===== config.mk =====
export PLATFORM = sky130hd
export DESIGN_NAME = sha3_absorb_sequencer
export DESIGN_NICKNAME = d
export VERILOG_FILES = /design/src/rtl/sha3_absorb_sequencer.sv
export SDC_FILE = /design/constraint.sdc
export NUM_CORES = 1
export LEC_CHECK = 0
export BUFFER_PORTS_ARGS = -buffer_cell sky130_fd_sc_hd__buf_2
export CORE_AREA = 2 2 238 240
export CTS_BUF_LIST = sky130_fd_sc_hd__clkbuf_8
export CTS_CLUSTER_SIZE = 10
export DETAILED_ROUTE_END_ITERATION = 10
export DIE_AREA = 0 0 240 242
export HOLD_SLACK_MARGIN = 0.08
export PLACE_DENSITY_LB_ADDON = 0.12
export SYNTH_ARGS = -nofsm -noshare
export SYNTH_HDL_FRONTEND = slang
export SYNTH_SLANG_ARGS = --single-unit

===== constraint.sdc =====
create_clock -name clk -period 1.8 [get_ports clk]
set_input_delay 0.27 -clock clk [delete_from_list [all_inputs] [get_ports clk]]
set_output_delay 0.27 -clock clk [all_outputs]
set_load 0.1 [all_outputs]

===== src/rtl/sha3_absorb_sequencer.sv =====
// sha3_absorb_sequencer: packs 32-bit message words into rate blocks,
// applies Keccak multi-rate padding, and hands blocks to f_permutation.
// Ports: clk, reset (sync, active-high); in/in_ready/is_last/byte_num from
// host; buffer_full stalls host; out/out_ready/f_ack toward f_permutation.
module sha3_absorb_sequencer #(
    parameter int RATE_WORDS = 18,
    parameter int WORD_W     = 32
) (
    input  logic                         clk,
    input  logic                         reset,
    input  logic [WORD_W-1:0]            in,
    input  logic                         in_ready,
    input  logic                         is_last,
    input  logic [1:0]                   byte_num,
    output logic                         buffer_full,
    output logic [RATE_WORDS*WORD_W-1:0] out,
    output logic                         out_ready,
    input  logic                         f_ack
);

    localparam int CW = $clog2(RATE_WORDS + 1);
    localparam logic [CW-1:0] LAST_SLOT = CW'(RATE_WORDS - 1);

    typedef enum logic [1:0] {
        ABSORB,
        PAD,
        DONE_WAIT,
        DONE
    } state_t;

    state_t          state, state_n;
    logic [CW-1:0]   count, count_n;
    logic            full_n;
    logic            shift_en;
    logic            ack;
    logic [WORD_W-1:0] word;
    logic [WORD_W-1:0] pad_word;

    // DONE keeps the buffer marked full so the host stays stalled,
    // but the block is no longer offered to the permutation.
    assign out_ready = buffer_full && (state != DONE);
    assign ack       = out_ready && f_ack;

    always_comb begin
        pad_word = '0;
        unique case (byte_num)
            2'd0: pad_word = 32'h0100_0000;
            2'd1: pad_word = {in[31:24], 24'h01_0000};
            2'd2: pad_word = {in[31:16], 16'h0100};
            2'd3: pad_word = {in[31:8],  8'h01};
        endcase
    end

    always_comb begin
        state_n  = state;
        count_n  = count;
        full_n   = buffer_full;
        shift_en = 1'b0;
        word     = in;
        unique case (state)
            ABSORB: begin
                if (buffer_full) begin
                    if (ack) full_n = 1'b0;
                end else if (in_ready) begin
                    shift_en = 1'b1;
                    if (is_last) begin
                        // Pad byte and final 0x80 may share the last slot.
                        if (count == LAST_SLOT) begin
                            word    = pad_word | 32'h0000_0080;
                            state_n = DONE_WAIT;
                        end else begin
                            word    = pad_word;
                            state_n = PAD;
                        end
                    end
                end
            end
            PAD: begin
                if (!buffer_full) begin
                    shift_en = 1'b1;
                    if (count == LAST_SLOT) begin
                        word    = 32'h0000_0080;
                        state_n = DONE_WAIT;
                    end else begin
                        word = '0;
                    end
                end
            end
            DONE_WAIT: begin
                if (ack) state_n = DONE;
            end
            DONE: begin
                state_n = DONE;
            end
        endcase
        if (shift_en) begin
            if (count == LAST_SLOT) begin
                count_n = '0;
                full_n  = 1'b1;
            end else begin
                count_n = count + CW'(1);
            end
        end
    end

    always_ff @(posedge clk) begin
        if (reset) begin
            state       <= ABSORB;
            count       <= '0;
            buffer_full <= 1'b0;
            out         <= '0;
        end else begin
            state       <= state_n;
            count       <= count_n;
            buffer_full <= full_n;
            if (shift_en)
                out <= {out[RATE_WORDS*WORD_W-WORD_W-1:0], word};
        end
    end

endmodule

==> run metrics <==
Hold Crit Class=in -> reg; Power, Total=27,770 µW; Syn Std Cell Area=22,040 µm²; register area=11,700 µm²; CTS tree=done; die height=242 µm; top_reg_cell synth=dfxtp_1; drt via density=5.702; row count=87; CP startpoint kind=flip-flop; fmax=564.4 MHz; CP Capture Type=primary output; grt total ovfl=0; Placed Instances=3,847; EDFF count, synth=0; Peak VDD IR=0.5442 mV; Fin Clk Skew=0.02917 ns; Synth cell types=39; Worst Path Arrival=1.50 ns; # fillers=5,299; initial antenna violation count=1; Hold Startpoint=in_ready; Final Worst Setup Slack=0.02833 ns; Lkg Pwr=0.01152 µW; FF+latch count, synth=584; CTS root buf=clkbuf_8; CP max stage cell=dfxtp_1; FF-to-FF Start=state[1]; Area Growth Syn to Fin=37.46%; die area=58,080 µm²; critical-path cell list=buf_4; remaining routing DRC violations=0; status=completed; Hold Path Sink=out[0]; slowest stage delay, CP=0.48 ns; placement-stage worst setup slack=0.09942 ns; crit path kind=reg -> out; post-synthesis sequential area ratio=53.05%; YS warnings=0; Pre-antenna DRT Iters=6; Post-Syn Instances=2,684; Final ANT Viol Nets=0; H-tree levels=3; Net Count, Synth=2,725; port bufs=616; Reg-to-Reg End=state[0]; CTS Buf Count=97; max-slew violations=0; GRT Overall Usage=28.41%; share of cells above drive strength 1=27.04%; WHS=0.1354 ns; DR WL/cell=21.35 µm; CP bufs+invs=1; Final period util=98.43%; clock transition at the registers of the reported paths=0.06 ns; via count=23.17k; delay-heaviest family, CP=flip-flops; area of the multi-input gates=9074 µm²; final hold violations=0; Clock Sinks=584; Core ar.=55,730 µm²; final net count=3,270; first-pass GRT wire length=130.2 mm; Routability Congestion=0.9076; worst r2r path cells=6; Initial Util=39.54%; Max Buffers Root-to-Sink=3; Die X=240 µm; vias in the first global route=21.79k; crit-path max FO=3; drt initial violations=2,059; non-filler cells, final=4,063; final WL=86.74 mm; Max Cap Violations=0; R2R Setup Slk=0.10 ns; Mean Syn Cell Area=8.211 µm²; Ports=617; Post-DP HPWL=59.86 mm; final worst path period need=1.772 ns; Slew @ Worst Pin=0.6172 ns; Clock Latency Late Sink=0.68 ns; pin count of the biggest net entering global routing=135; FFs w/ async S/R, synth=0%; max_slew headroom=58.29%; # setup viols final=0; critical path required time=1.53 ns; Hold Path Cell Cnt=4; RSZ-0062 raised after global routing=yes; PwrDens=916.6 nW/µm²
==> per-layer routing <==
metal	track usage, %	wire, µm
met5	0	0
met4	13.63	4126
met3	6.711	7313
met2	45.45	40710
met1	35.92	34590
==> worst max-delay path by stage <==
stage / start / to / slack [ns] / depth (start not counted)
floorplan: buffer_full / out[229] / 0.03 / 6
global placement: in_ready / out[239] / 0.13 / 6
detailed placement: in_ready / out[273] / 0.1 / 6
CTS: state[0] / out_ready / -0.02 / 3
global route: state[0] / out_ready / -0.02 / 3
finish: out[165] / out[165] / 0.03 / 1
==> kinds of logic after synthesis <==
| family | after synthesis | share of synthesized area, % |
|---|---|---|
| buffers and inverters | 332 | 5.950 |
| AOI/OAI and AO/OA | 1168 | 26.92 |
| adders and majority gates | 2 | 0.1135 |
| and+or+nand+nor | 598 | 13.97 |
| DFF | 584 | 53.05 |
==> what timing repair did <==
item                       4_1_cts  5_1_grt
gates resized for setup        483       18
hold endpoints to repair        45        0
buffers inserted                 0        1
hold buffers                    38        0
setup endpoints to repair      468       20
cloned                           0        0
pin swaps                        1        1
==> per-stage QoR <==
step | util, % | TNS [ns] | instance area (µm²)
after floorplan | - | 0 | 22050
after global placement | 47.58 | 0 | 26520
after detailed placement | 47.58 | 0 | 26520
after CTS | 54.23 | -0.02178 | 30230
after global routing | 54.36 | -0.01850 | 30290
final | 54.36 | 0 | 30290
==> placed cells by master (no fill, tap or decap), types with 2 or more instances in the layout <==
cell type | Yosys | layout
dfxtp_1 | 584 | 581
a21oi_1 | 575 | 575
o21ai_0 | 571 | 571
nand3_1 | 560 | 560
buf_4 | 0 | 505
clkbuf_8 | 0 | 131
buf_2 | 40 | 130
buf_12 | 0 | 68
dlygate4sd3_1 | 0 | 38
inv_1 | 9 | 35
clkbuf_4 | 0 | 17
clkinv_2 | 0 | 13
buf_6 | 2 | 10
nand4b_1 | 7 | 7
o32ai_1 | 7 | 7
nand3b_1 | 4 | 4
bufinv_16 | 0 | 4
nor4bb_1 | 3 | 3
nor3_1 | 3 | 3
or4_1 | 3 | 3
nor2_4 | 0 | 2
or2_4 | 0 | 2
nor2_1 | 4 | 2
o211ai_1 | 2 | 2
a311oi_2 | 2 | 2
or3_1 | 2 | 2
nand4_1 | 2 | 2
and3_1 | 2 | 2
a311oi_1 | 2 | 2
ha_1 | 2 | 2
dfxtp_2 | 0 | 2
==> registers in the layout, summed over array words and instances (netlist names) <==
| signal | cells |
|---|---|
| buffer_full | 1 |
| count | 5 |
| out | 576 |
| state | 2 |
==> synthesized netlist by cell type, types with 2 or more instances <==
cell / number / area share (%)
nand3_1: 560 / 13
nand4_1: 2 / 0.057
a311oi_1: 2 / 0.079
nor3_1: 3 / 0.068
buf_6: 2 / 0.10
a21boi_0: 2 / 0.068
buf_1: 54 / 0.92
buf_2: 40 / 0.91
nor4bb_1: 3 / 0.14
o32ai_1: 7 / 0.28
o21ai_0: 571 / 13
inv_1: 9 / 0.15
nand3b_1: 4 / 0.14
nand4b_1: 7 / 0.28
and3_1: 2 / 0.057
or3_1: 2 / 0.057
ha_1: 2 / 0.11
nor2_1: 4 / 0.068
a311oi_2: 2 / 0.14
o211ai_1: 2 / 0.068
clkbuf_1: 227 / 3.9
or4_1: 3 / 0.10
dfxtp_1: 584 / 53
a21oi_1: 575 / 13
==> cell type report <==
cell class	instances	share of cell area (%)
Antenna cell	1	0.008260
Clock buffer	131	5.952
Multi-Input combinational cell	1768	29.95
Timing Repair Buffer	769	21.25
Tap cell	756	3.122
Sequential cell	584	38.61
Clock inverter	45	0.9871
Inverter	9	0.1115
==> power breakdown <==
part / internal [µW] / leakage, µW / switching, µW
logic: 569 / 0.00562 / 1600
clock network: 7040 / 0.00119 / 5450
registers: 13000 / 0.00471 / 92.2
total: 20600 / 0.0115 / 7140
Note: power is estimated with default switching activity, not from simulation.
